--- src/rtl/fifo_pkg.sv ---
// Shared types and defaults for the async FIFO read side.
// Holds data/address width defaults, the data word type and a count-width helper.
package fifo_pkg;

  localparam int DATA_SIZE_DEF = 8;
  localparam int ADDR_SIZE_DEF = 4;
  localparam int BUF_DEPTH_DEF = 4;

  typedef logic [DATA_SIZE_DEF-1:0] fifo_data_t;

  function automatic int cnt_w(input int depth);
    return $clog2(depth) + 1;
  endfunction

  // Occupancy width for the default buffer depth.
  localparam int CNT_W = $clog2(BUF_DEPTH_DEF) + 1;

endpackage

--- src/rtl/rd_out_buf.sv ---
// Prefetch ring buffer: DEPTH registers with rd/wr pointers and an occupancy count.
// Ports: clk, rst_n (sync, active low), push/push_data, pop, head, count.
module rd_out_buf
  import fifo_pkg::*;
#(
  parameter int DW = DATA_SIZE_DEF,
  parameter int DEPTH = BUF_DEPTH_DEF,
  localparam int PW = $clog2(DEPTH),
  localparam int CW = cnt_w(DEPTH)
) (
  input  logic          clk,
  input  logic          rst_n,
  input  logic          push,
  input  logic [DW-1:0] push_data,
  input  logic          pop,
  output logic [DW-1:0] head,
  output logic [CW-1:0] count
);

  logic [DW-1:0] mem [DEPTH];
  logic [PW-1:0] rd_ptr;
  logic [PW-1:0] wr_ptr;
  logic          pop_ok;

  // Pops on an empty buffer are ignored.
  assign pop_ok = pop & (count != '0);
  assign head   = mem[rd_ptr];

  always_ff @(posedge clk) begin
    if (!rst_n) begin
      rd_ptr <= '0;
      wr_ptr <= '0;
      count  <= '0;
      for (int i = 0; i < DEPTH; i++) begin
        mem[i] <= '0;
      end
    end else begin
      if (push) begin
        mem[wr_ptr] <= push_data;
        wr_ptr      <= wr_ptr + PW'(1);
      end
      if (pop_ok) begin
        rd_ptr <= rd_ptr + PW'(1);
      end
      count <= count + CW'(push) - CW'(pop_ok);
    end
  end

endmodule

--- src/rtl/rd_stream_adapter.sv ---
// Read-side stream adapter: turns rEmpty/rinc into a FWFT valid/ready stream.
// Ports: rclk, rrst, rEmpty, rdata, rinc, m_data, m_valid, m_ready, buf_count.
module rd_stream_adapter
  import fifo_pkg::*;
#(
  parameter int DATA_SIZE = DATA_SIZE_DEF,
  parameter int BUF_DEPTH = 4,
  localparam int CW = cnt_w(BUF_DEPTH)
) (
  input  logic                 rclk,
  input  logic                 rrst,
  input  logic                 rEmpty,
  input  logic [DATA_SIZE-1:0] rdata,
  output logic                 rinc,
  output logic [DATA_SIZE-1:0] m_data,
  output logic                 m_valid,
  input  logic                 m_ready,
  output logic [CW-1:0]        buf_count
);

  logic          pend;
  logic [CW-1:0] count;
  logic [CW:0]   occ;

  // Credit counts words already buffered plus the one in flight from
  // the RAM, so the ring can never be pushed while full.
  assign occ  = {1'b0, count} + (CW+1)'(pend);
  assign rinc = rrst & ~rEmpty & (occ < (CW+1)'(BUF_DEPTH));

  // RAM read is registered: data for a rinc arrives one cycle later.
  always_ff @(posedge rclk) begin
    if (!rrst) begin
      pend <= 1'b0;
    end else begin
      pend <= rinc;
    end
  end

  rd_out_buf #(
    .DW    (DATA_SIZE),
    .DEPTH (BUF_DEPTH)
  ) u_buf (
    .clk       (rclk),
    .rst_n     (rrst),
    .push      (pend),
    .push_data (rdata),
    .pop       (m_ready),
    .head      (m_data),
    .count     (count)
  );

  assign m_valid   = (count != '0);
  assign buf_count = count;

endmodule

--- config.mk ---
export PLATFORM = sky130hd
export DESIGN_NAME = rd_stream_adapter
export DESIGN_NICKNAME = d
export VERILOG_FILES = /design/src/rtl/fifo_pkg.sv /design/src/rtl/rd_out_buf.sv /design/src/rtl/rd_stream_adapter.sv
export SDC_FILE = /design/constraint.sdc
export NUM_CORES = 1
export LEC_CHECK = 0
export ABC_CLOCK_PERIOD_IN_PS = 2400
export CORE_MARGIN = 4
export CORE_UTILIZATION = 53
export DETAILED_ROUTE_END_ITERATION = 16
export GPL_TIMING_DRIVEN = 0
export PLACE_DENSITY = 0.77
export SYNTH_ARGS = -nofsm -noshare
export SYNTH_HDL_FRONTEND = slang
export SYNTH_HIERARCHICAL = 1
export SYNTH_SLANG_ARGS = --single-unit
export TNS_END_PERCENT = 5
--- constraint.sdc ---
create_clock -name rclk -period 2.4 [get_ports rclk]
set_clock_uncertainty 0.15 [all_clocks]
set_input_delay 0.48 -clock rclk [delete_from_list [all_inputs] [get_ports rclk]]
set_output_delay 0.48 -clock rclk [all_outputs]
set_load 0.005 [all_outputs]
### After elaboration in Yosys (flattened, before gate mapping)

Memory sizes are Yosys's and may differ from the RTL's. A register that Yosys moved wholly into a read port is not among the register bits.
Cells that the tools add are included.
W data, S select, Z words.

* RAM bits: 32
* register bits after elaboration: 8
* memories: 1

Memories
* u_buf.mem: words 4, width 8, rd ports 1, clocked after Yosys merged registers in 1, wr ports 4, RTL line rd_out_buf.sv:20 `logic [DW-1:0] mem [DEPTH];`

* bitwise gates (word level): 4
* reductions and logical operators: 2
* $lt $le $gt $ge: 1
* multiplexer cells: 9
* $add $sub $neg: 5

Operators by type and width (number)
* $mux W8: 1
* $reduce_or A8 Y1: 1
* $mux W2: 3
* $mux W1: 5
* $add A2 B1 Y2 const B: 2
* $add A3 B1 Y4: 1
* $lt A4 B3 Y1 const B: 1
* $add A3 B1 Y3: 1
* $and A1 B1 Y1: 3
* $reduce_bool A3 Y1: 1
* $sub A3 B1 Y3: 1
* $not A1 Y1: 1

### Longest topological paths before layout

Gate-level depths: netlist (run 1).

* depth after elaboration: 5
* mapped depth: 8
* mapped depth without buffers: 8

### Modules after synthesis

Netlist (run 1), hierarchy kept.

Modules (own cells, without submodules)
* rd_out_buf: times used 1, cells an instance 129, area each 1800.5 um^2
* rd_stream_adapter: times used 1, cells an instance 6, area each 47.5 um^2

### Worst setup path after synthesis (run 1)

Ideal clock, no wire load.

* kind: reg2reg
* start: register u_buf.count[1]
* end: register u_buf.count[2]
* required time: 2136 ps
* stages on the path, launching flop included: 9
* arrival time: 1782 ps
* setup time: 114 ps
* setup slack: 354 ps
* cell sequence: dfxtp_1 o31a_1 ha_1 inv_1 ha_1 inv_1 fa_1 xnor3_1 nor2b_1

* cells in the longest elaborated chain, start to end: 3
* elaborated cells between the ends (all ways): 4
* those cells by class: add/sub (2); bitwise (1); reduce/logical (1)

RTL lines
* start: declaration: RTL line rd_out_buf.sv:17 `output logic [CW-1:0] count`
* start signal: assignment: RTL line rd_out_buf.sv:45 `count <= count + CW'(push) - CW'(pop_ok);`
* $reduce_bool A3 Y1: RTL line rd_out_buf.sv:26 `assign pop_ok = pop & (count != '0);`
* $and A1 B1 Y1: RTL line rd_out_buf.sv:26
* net u_buf.pop_ok: RTL line rd_out_buf.sv:23 `logic pop_ok;`
* $sub A3 B1 Y3: RTL line rd_out_buf.sv:45

The timed path passes the listed nets, and every way through them passes these cells.
A chain may end at the register's enable or synchronous reset.

==> flow_metrics.tcl, run 1 <==
set metrics [dict create \
    max_freq_mhz 439 \
    drt_iter0_drc 60 \
    synth_area_per_cell_um2 13.7 \
    swShare 0.274 \
    clockBufferDepth 2 \
    worst_slew_pin_slew_ns 0.780 \
    hpwlAfterDp_um 2370 \
    vias 1114 \
    start_kind "register" \
    viasPerCell 5.23 \
    synth-edff-count 32 \
    max_stage_delay_ns 0.51 \
    drv_slew 0 \
    cts_setup_buffers 0 \
    antenna_found_initial 0 \
    syn_area_um2 1850 \
    drc 0 \
    grt_pass1_vias 1184 \
    grt_max_degree 13 \
    cp.required_ns 1.77 \
    relSlewSlack 0.476 \
    fin_area_um2 2190 \
    area_delta_synth_final_pct 18.3 \
    clkPwrFrac 0.188 \
    min_path_type "reg2reg" \
    cp.buffers_inverters 2 \
    nNetsFinal 181 \
    placedInstanceArea_um2 2150 \
    port_buffers 24 \
    tns_ns 0 \
    cts_root_buffer "clkbuf_4" \
    wl_um 3380 \
    ios 25 \
    initial_core_util 0.549 \
    power.total_uw 1730 \
    ant_nets 0 \
    p_leak_uw 0.000891 \
    synthCells 135 \
    drive_above_1_share 0.120 \
    worstSetupPathType "reg2out" \
    synth_top_area_share 0.520 \
    synth-main-ff-cell "edfxtp_1" \
    fp.dieH_um 67.1 \
    wl_per_cell_um 15.9 \
    arrival_ns 1.65 \
    crit_chain "buf_6 -> mux4_2 -> dlygate4sd2_1" \
    antennaDiodeCount 0 \
    cp-end-kind "output pin" \
    internal_power_uw 1250 \
    rsz0062_at_grt "false" \
    min_period_over_period 0.950 \
    cts_buffers 5 \
    clkSinkCount 42 \
    ys_seq_elements 42 \
    yosys-top-cells-area "edfxtp_1, dfxtp_1, mux4_2" \
    yosysSeqAreaShare 0.628 \
    cts.htree.levels 2 \
    clk_pin_slew_ns 0.11 \
    grt.overflow.total 0 \
    synth_cell_types 28 \
    num_rows 21 \
    cts_tree "done" \
    combPwrFrac 0.282 \
    drtPass1Iterations 4 \
    fp.dieArea_um2 4500 \
    setup_viol 0 \
    whs_ns 0.353 \
    syn_nets 150 \
    fp.dieW_um 67.1 \
    finalHoldViolCount 0 \
    coreArea_um2 3360 \
    grt_pass1_wl_um 5550 \
    place_congestion 0.764 \
    ys_warn_count 6 \
    pwr-share-seq 0.529 \
    cp_slowest_cell "mux4_2" \
    synth_top_area_cell "edfxtp_1" \
    cp_top_family "multiplexers" \
    status "complete, no violations" \
    grt_usage 0.176 \
    drv_cap 0 \
    p_sw_uw 473 \
    clk_latency_ns 0.35 \
    cp_max_fo 8 \
    pwr_density_cell_nw_per_um2 790 \
    peakVddDrop_uv 470 \
    layout_min_cycle_time_ns 2.28 \
    async_flop_share 0 \
]
layer usage:
metal	up-vias	track usage	routed length [µm]
li1	546	-	-
met1	539	0.206	1390
met2	22	0.297	1790
met3	7	0.0556	143
met4	0	0.0684	55
met5	-	0	0
registers in the layout, summed over array words and instances, names as in the netlist, named ones only:
register and cells:
u_buf/wr_ptr 2, u_buf/rd_ptr 2, u_buf/mem 32, pend 1, u_buf/count 3
final timing paths:
path,startpoint,to,slack [ns],cells past startpoint
setup / recovery,register,m_data[6],0.12,3
setup reg to reg,u_buf/count[1],u_buf/count[2],0.22,8
hold / removal,u_buf/rd_ptr[1],u_buf/rd_ptr[1],0.35,2
hold reg to reg,u_buf/rd_ptr[1],u_buf/rd_ptr[1],0.35,2
cells in the mapped netlist (all sizes together) (2+ instances only):
cell type / number
edfxtp: 32
nor2: 17
inv: 12
and2: 10
dfxtp: 10
nand3: 10
mux4: 8
nand2b: 6
buf: 5
mux2i: 3
nand2: 3
and3: 2
clkbuf: 2
ha: 2
nor2b: 2
power by group through the flow:
| stage | logic, µW | registers [µW] | clock network (µW) |
|---|---|---|---|
| finish | 488 | 915 | 325 |
| global route | 541 | 927 | 360 |
| CTS | 500 | 915 | 332 |
| detailed placement | 530 | 931 | 0 |
| global placement | 517 | 926 | 0 |
| floorplan | 307 | 918 | 0 |
area by class of cell:
cell class	count	area, µm²
Buffer	7	40.0
Multi-Input combinational cell	74	602
Tap cell	46	57.6
Fill cell	280	1180
Clock buffer	5	37.5
Timing Repair Buffer	24	233
Inverter	12	45.0
Clock inverter	3	11.3
Sequential cell	42	1160
cell usage in the layout (no fill, tap or decap), types with 4 or more instances in the layout:
cell type / Yosys / layout
edfxtp_1: 32 / 32
nor2_1: 17 / 17
clkdlybuf4s50_1: 0 / 15
inv_1: 12 / 12
nand3_1: 10 / 10
dfxtp_1: 10 / 10
and2_1: 10 / 10
dlygate4sd2_1: 0 / 8
mux4_2: 8 / 8
nand2b_1: 6 / 6
clkbuf_4: 0 / 5
buf_2: 4 / 4
repair_timing:
item | in CTS | in global routing
setup endpoints to repair | 8 | 6
hold buffers | 0 | 0
cloned | 0 | 0
resized for setup | 8 | 2
tightest hold or removal path, delay by kind of cell, from the launching register on:
family | cells | cell delay, ns
multiplexers | 1 | 0.08
flip-flops | 1 | 0.33
AND/OR/NAND/NOR | 1 | 0.05
logic make-up (layout without fill, tap and decap cells):
family          Yosys count  count (layout)  share of synthesized area
mux                      11              11                      0.114
flops                    42              42                      0.628
buf+inv                  19              51                     0.0460
simple gates             53              53                      0.150
fa+ha+maj                 3               3                     0.0244
xor+xnor                  2               2                     0.0169
compound gates            5               5                     0.0203
metrics by stage:
| stage | util | setup slack [ns] | instances |
|---|---|---|---|
| after floorplan | - | 0.354 | 135 |
| after global placement | 0.638 | -0.135 | 205 |
| after detailed placement | 0.638 | -0.177 | 205 |
| after CTS | 0.650 | 0.0467 | 213 |
| after global routing | 0.650 | 0.0328 | 213 |
| final | 0.650 | 0.120 | 213 |
Power figures use the tool's default switching activity.
==> run 2: changes to the inputs <==
- CORE_UTILIZATION: 53 -> 30
- PLACE_DENSITY: 0.77 -> not set
- SYNTH_HIERARCHICAL: 1 -> not set
==> flow_metrics.tcl, run 2 <==
set metrics [dict create \
    status "complete, no violations" \
    grt_pass1_wl_um 6440 \
    yosys-top-cells-area "edfxtp_1, dfxtp_1, and2_1" \
    drv_cap 0 \
    ys_seq_elements 42 \
    grt_usage 0.115 \
    pwr-share-seq 0.472 \
    initial_core_util 0.315 \
    coreArea_um2 6030 \
    p_leak_uw 0.000948 \
    synth_top_area_cell "edfxtp_1" \
    worstSetupPathType "reg2out" \
    dp_cells 224 \
    relSlewSlack 0.396 \
    drtPass1Iterations 4 \
    cts-hold-fix-buffers 0 \
    clockBufferDepth 2 \
    pwr_density_cell_nw_per_um2 843 \
    synth_top_family_by_area "simple AND/OR/NAND/NOR gates" \
    min_period_over_period 0.968 \
    cp_top_family "buffers and inverters" \
    cp_slowest_cell "mux4_2" \
    cts_buffers 5 \
    place_congestion 0.796 \
    fp.dieArea_um2 7660 \
    ys_top_cells_by_count "edfxtp_1, and2_1, dfxtp_1, and3_1, mux4_2" \
    vias 1136 \
    finalHoldViolCount 0 \
    synthXorXnorAreaFrac 0.0270 \
    cp.required_ns 1.77 \
    synth-main-ff-cell "edfxtp_1" \
    area_delta_synth_final_pct 25.9 \
    nNetsFinal 176 \
    wl_um 4000 \
    dp_slack_ns -0.419 \
    regMostFlops "u_buf.mem" \
    ios 25 \
    grt_pass1_vias 1244 \
    instances_no_fill 236 \
    drive_above_1_share 0.211 \
    port_buffers 24 \
    ant_nets 0 \
    rsz0062_at_grt "false" \
    layout_min_cycle_time_ns 2.32 \
    grt_max_degree 14 \
    ys_warn_count 0 \
    clk_latency_ns 0.29 \
    syn_area_um2 1900 \
    fp.dieH_um 87.5 \
    clkPwrFrac 0.220 \
    min_path_type "reg2reg" \
    p_sw_uw 551 \
    largest_register_ffs 32 \
    combPwrFrac 0.308 \
    clkSinkCount 42 \
    reg.largest.list "u_buf.mem x32, u_buf.count x3" \
    setup_viol 0 \
    fillers 574 \
    drv_slew 0 \
    synth_area_per_cell_um2 15.2 \
    internal_power_uw 1460 \
    num_rows 28 \
    peakVddDrop_uv 360 \
    max_stage_delay_ns 0.48 \
    clk_pin_slew_ns 0.08 \
    arrival_ns 1.69 \
    antennaDiodeCount 0 \
    drt_iter0_drc 61 \
    layout_common_cells "edfxtp_1, and2_1, clkdlybuf4s50_1" \
    grt.overflow.total 0 \
    synth_most_common_cell "edfxtp_1" \
    cp_max_fo 5 \
    async_flop_share 0 \
    drc 0 \
    antenna_found_initial 0 \
    viasPerCell 4.81 \
    cts_tree "done" \
    cp.buffers_inverters 2 \
    setup_ws_ns 0.0771 \
    muxShareOfSynthArea 0.0950 \
    syn_nets 141 \
    fp.dieW_um 87.5 \
    cts_root_buffer "clkbuf_8" \
    synth-simple-area-share 0.184 \
    synth_cell_types 30 \
    start_kind "register" \
    crit_chain "buf_8 -> mux4_2 -> clkdlybuf4s50_1" \
    synthCells 125 \
    max_freq_mhz 430 \
    swShare 0.274 \
    wl_per_cell_um 16.9 \
    synth-edff-count 32 \
    yosys.area_share.adder 0.0303 \
    synth_compound_area_frac 0.0303 \
    synth_top_area_share 0.507 \
    hpwlAfterDp_um 2670 \
    yosysSeqAreaShare 0.612 \
    cp-end-kind "output pin" \
    final_common_cell "edfxtp_1" \
    worst_slew_pin_slew_ns 0.901 \
    cts.htree.levels 2 \
    whs_ns 0.454 \
]
==> run 2: cell count changes in the layout (fill, tap and decap cells not counted), sizes merged, moves of 4 or more <==
cell / change
and2: +19
nor2: -17
inv: -9
nand3: -9
and3: +6
nand2b: -4
==> run 2: worst paths after layout <==
check	from	slack (ns)	depth (start not counted)	endpoint
max	register	0.08	3	m_data[6]
min reg2reg	u_buf.rd_ptr[1]	0.45	2	register
min	u_buf.rd_ptr[1]	0.45	2	register
max reg2reg	u_buf.count[1]	0.10	9	u_buf.count[2]
==> run 2: cell families (layout without fill, tap and decap cells) <==
family,Yosys count,after routing
mux,8,8
xor+xnor,5,5
buf+inv,9,45
compound gates,5,5
simple gates,52,52
fa+ha+maj,4,4
flops,42,42
==> run 2: per-layer routing <==
layer | global-route usage | vias up | part of all wire
met2 | 0.199 | 30 | 0.52
li1 | - | 529 | -
met1 | 0.141 | 573 | 0.42
met5 | 0 | - | 0
met3 | 0.0360 | 4 | 0.051
met4 | 0.0251 | 0 | 0.0083
==> run 2: area by class of cell <==
class                           instances  area (µm²)  share of cell area
Sequential cell                        42        1170               0.490
Multi-Input combinational cell         74         712               0.298
Timing Repair Buffer                   29         279               0.117
Tap cell                               75        93.8              0.0393
Clock buffer                            6        72.6              0.0304
Buffer                                  5        36.3              0.0152
Clock inverter                          2        13.8             0.00576
Inverter                                3        11.3             0.00471
==> run 2: metrics by stage <==
stage	util	setup TNS [ns]	power [µW]	cell area, µm²
after CTS	0.387	0	1950	2330
after global placement	0.370	-1.58	1500	2230
after global routing	0.396	0	2130	2390
after floorplan	-	0	1260	1900
final	0.396	0	2010	2390
after detailed placement	0.370	-3.16	1520	2230
==> run 2: what timing repair did <==
| item | in CTS | in global routing |
|---|---|---|
| setup endpoints to repair | 9 | 2 |
| gates resized for setup | 18 | 3 |
| setup buffers | 1 | 4 |
==> run 2: power groups by stage <==
stage                     combinational [µW]  sequential [µW]  clock [µW]
final                                    621              950         443
after global routing                     678              963         492
after CTS                                554              947         448
after detailed placement                 567              954           0
after global placement                   550              946           0
after floorplan                          319              939           0
==> run 2: worst register-to-register path, stage by stage (launching register included) <==
cell	delay (ns)
dfxtp_4	0.35
buf_4	0.16
o31a_4	0.35
ha_1	0.27
inv_1	0.06
ha_1	0.13
inv_1	0.05
fa_1	0.37
xor2_1	0.16
and2_1	0.15
==> run 3: changes to the inputs <==
- CAP_MARGIN: not set -> 5
- GPL_TIMING_DRIVEN: 0 -> not set
- SKIP_CTS_REPAIR_TIMING: not set -> 1
==> flow_metrics.tcl, run 3 (synthesis gave the netlist of run 2 again) <==
set metrics [dict create \
    status "complete, no violations" \
    relSlewSlack 0.368 \
    cts_tree "done" \
    ios 25 \
    met2_usage 0.193 \
    reg.largest.list "u_buf.mem x32, u_buf.count x3" \
    finalHoldViolCount 0 \
    grt_pass1_wl_um 6260 \
    cts_root_buffer "clkbuf_8" \
    setup.worst_path.start "u_buf.count[1]" \
    start_kind "register" \
    clk_pin_slew_ns 0.09 \
    clkSinkCount 42 \
    wl_per_cell_um 16.0 \
    clockBufferDepth 2 \
    initial_core_util 0.315 \
    cts_buffers 5 \
    coreArea_um2 6030 \
    cp_slowest_cell "fa_1" \
    nNetsFinal 179 \
    dp_slack_ns -0.181 \
    fp.dieArea_um2 7660 \
    clk_latency_ns 0.30 \
    place_congestion 0.729 \
    whs_ns 0.449 \
    final_common_cell "edfxtp_1" \
    grt.overflow.total 0 \
    cts.htree.levels 2 \
    drive_above_1_share 0.213 \
    drt_iter0_drc 47 \
    setup_viol 0 \
    min_period_over_period 0.962 \
    arrival_ns 2.36 \
    num_rows 28 \
    regMostFlops "u_buf.mem" \
    drv_slew 0 \
    grt_pass1_vias 1261 \
    max_stage_delay_ns 0.38 \
    pwr_density_cell_nw_per_um2 887 \
    cp-end-kind "register" \
    fp.dieH_um 87.5 \
    rsz0062_at_grt "false" \
    largest_register_ffs 32 \
    drv_cap 0 \
    peakVddDrop_uv 460 \
    grt.busiest_layer "met2" \
    max_freq_mhz 433 \
    grt_usage 0.113 \
    hpwlAfterDp_um 2640 \
    drc 0 \
    p_leak_uw 0.00107 \
    grt_use_met1 0.128 \
    antennaDiodeCount 0 \
    viasPerCell 4.67 \
    worstSetupPathType "reg2reg" \
    cp_max_fo 7 \
    area_delta_synth_final_pct 30.4 \
    crit_chain "buf_4 -> o31a_2 -> ha_1 -> inv_1 -> ha_1 -> inv_1 -> fa_1 -> xor2_1 -> and2_1" \
    ant_nets 0 \
    drtPass1Iterations 4 \
    cp.required_ns 2.45 \
    worst_slew_pin_slew_ns 0.942 \
    vias 1115 \
    use_met3 0.0426 \
    layout_min_cycle_time_ns 2.31 \
    worstHoldStart "u_buf.rd_ptr[1]" \
    antenna_found_initial 0 \
    wl_um 3820 \
    fillers 578 \
    port_buffers 24 \
    postLayoutCoreUtil 0.411 \
    min_path_type "reg2reg" \
    layout_common_cells "edfxtp_1, and2_1, clkdlybuf4s50_1" \
    grt_max_degree 25 \
    setup_ws_ns 0.0922 \
    r2r_start "u_buf.count[1]" \
    fp.dieW_um 87.5 \
    tns_ns 0 \
]
## run 3: cell count changes in the layout (fill, tap and decap cells not counted), moves of 2 or more
cell / delta
dlygate4sd2_1: -9
buf_4: +8
buf_2: -2
dfxtp_1: +3
dfxtp_4: -2
clkbuf_1: -2
dlymetal6s2s_1: +9
bufinv_16: +2
## run 3: cell type report
class                      count  area, µm²  share of cell area
clock buffer                   5       68.8              0.0278
timing repair buffer          37        368               0.149
tap                           75       93.8              0.0379
multi-input combinational     74        702               0.284
inverter                       3       11.3             0.00455
sequential                    42       1160               0.469
clock inverter                 3       68.8              0.0278
## run 3: worst max-delay path, delay by kind of cell (launching register included)
family                     cells  cell delay [ns]
adders and majority gates      3             0.80
and+or+nand+nor                1             0.14
AOI/OAI and AO/OA              1             0.34
xor gates and xnor gates       1             0.17
DFF                            1             0.33
buffers and inverters          3             0.28
## run 3: where the power goes
| group | internal, µW | switching (µW) | leakage, µW | total (µW) |
|---|---|---|---|---|
| registers | 862 | 65.0 | 0.000413 | 927 |
| logic | 370 | 232 | 0.000593 | 602 |
| clock network | 417 | 248 | 0.0000683 | 665 |
## run 3: final timing paths
| check | to | depth (start not counted) | slack (ns) |
|---|---|---|---|
| worst min-delay path | u_buf.rd_ptr[1] | 2 | 0.45 |
| worst max register to register | u_buf.count[2] | 9 | 0.09 |
| worst max-delay path | u_buf.count[2] | 9 | 0.09 |
| worst min register to register | u_buf.rd_ptr[1] | 2 | 0.45 |
## run 3: per-layer routing
| layer | share of wire | vias to the layer above |
|---|---|---|
| met5 | 0 | - |
| met4 | 0.017 | 0 |
| met3 | 0.072 | 6 |
| met2 | 0.50 | 31 |
| met1 | 0.41 | 537 |
| li1 | - | 541 |
## run 3: per-stage QoR
stage | cells | total power, µW | instance area, µm²
2_1_floorplan | 125 | 1260 | 1900
3_3_place_gp | 231 | 1530 | 2300
3_5_place_dp | 231 | 1560 | 2300
4_1_cts | 239 | 2220 | 2440
5_1_grt | 239 | 2320 | 2470
6_report | 239 | 2190 | 2470
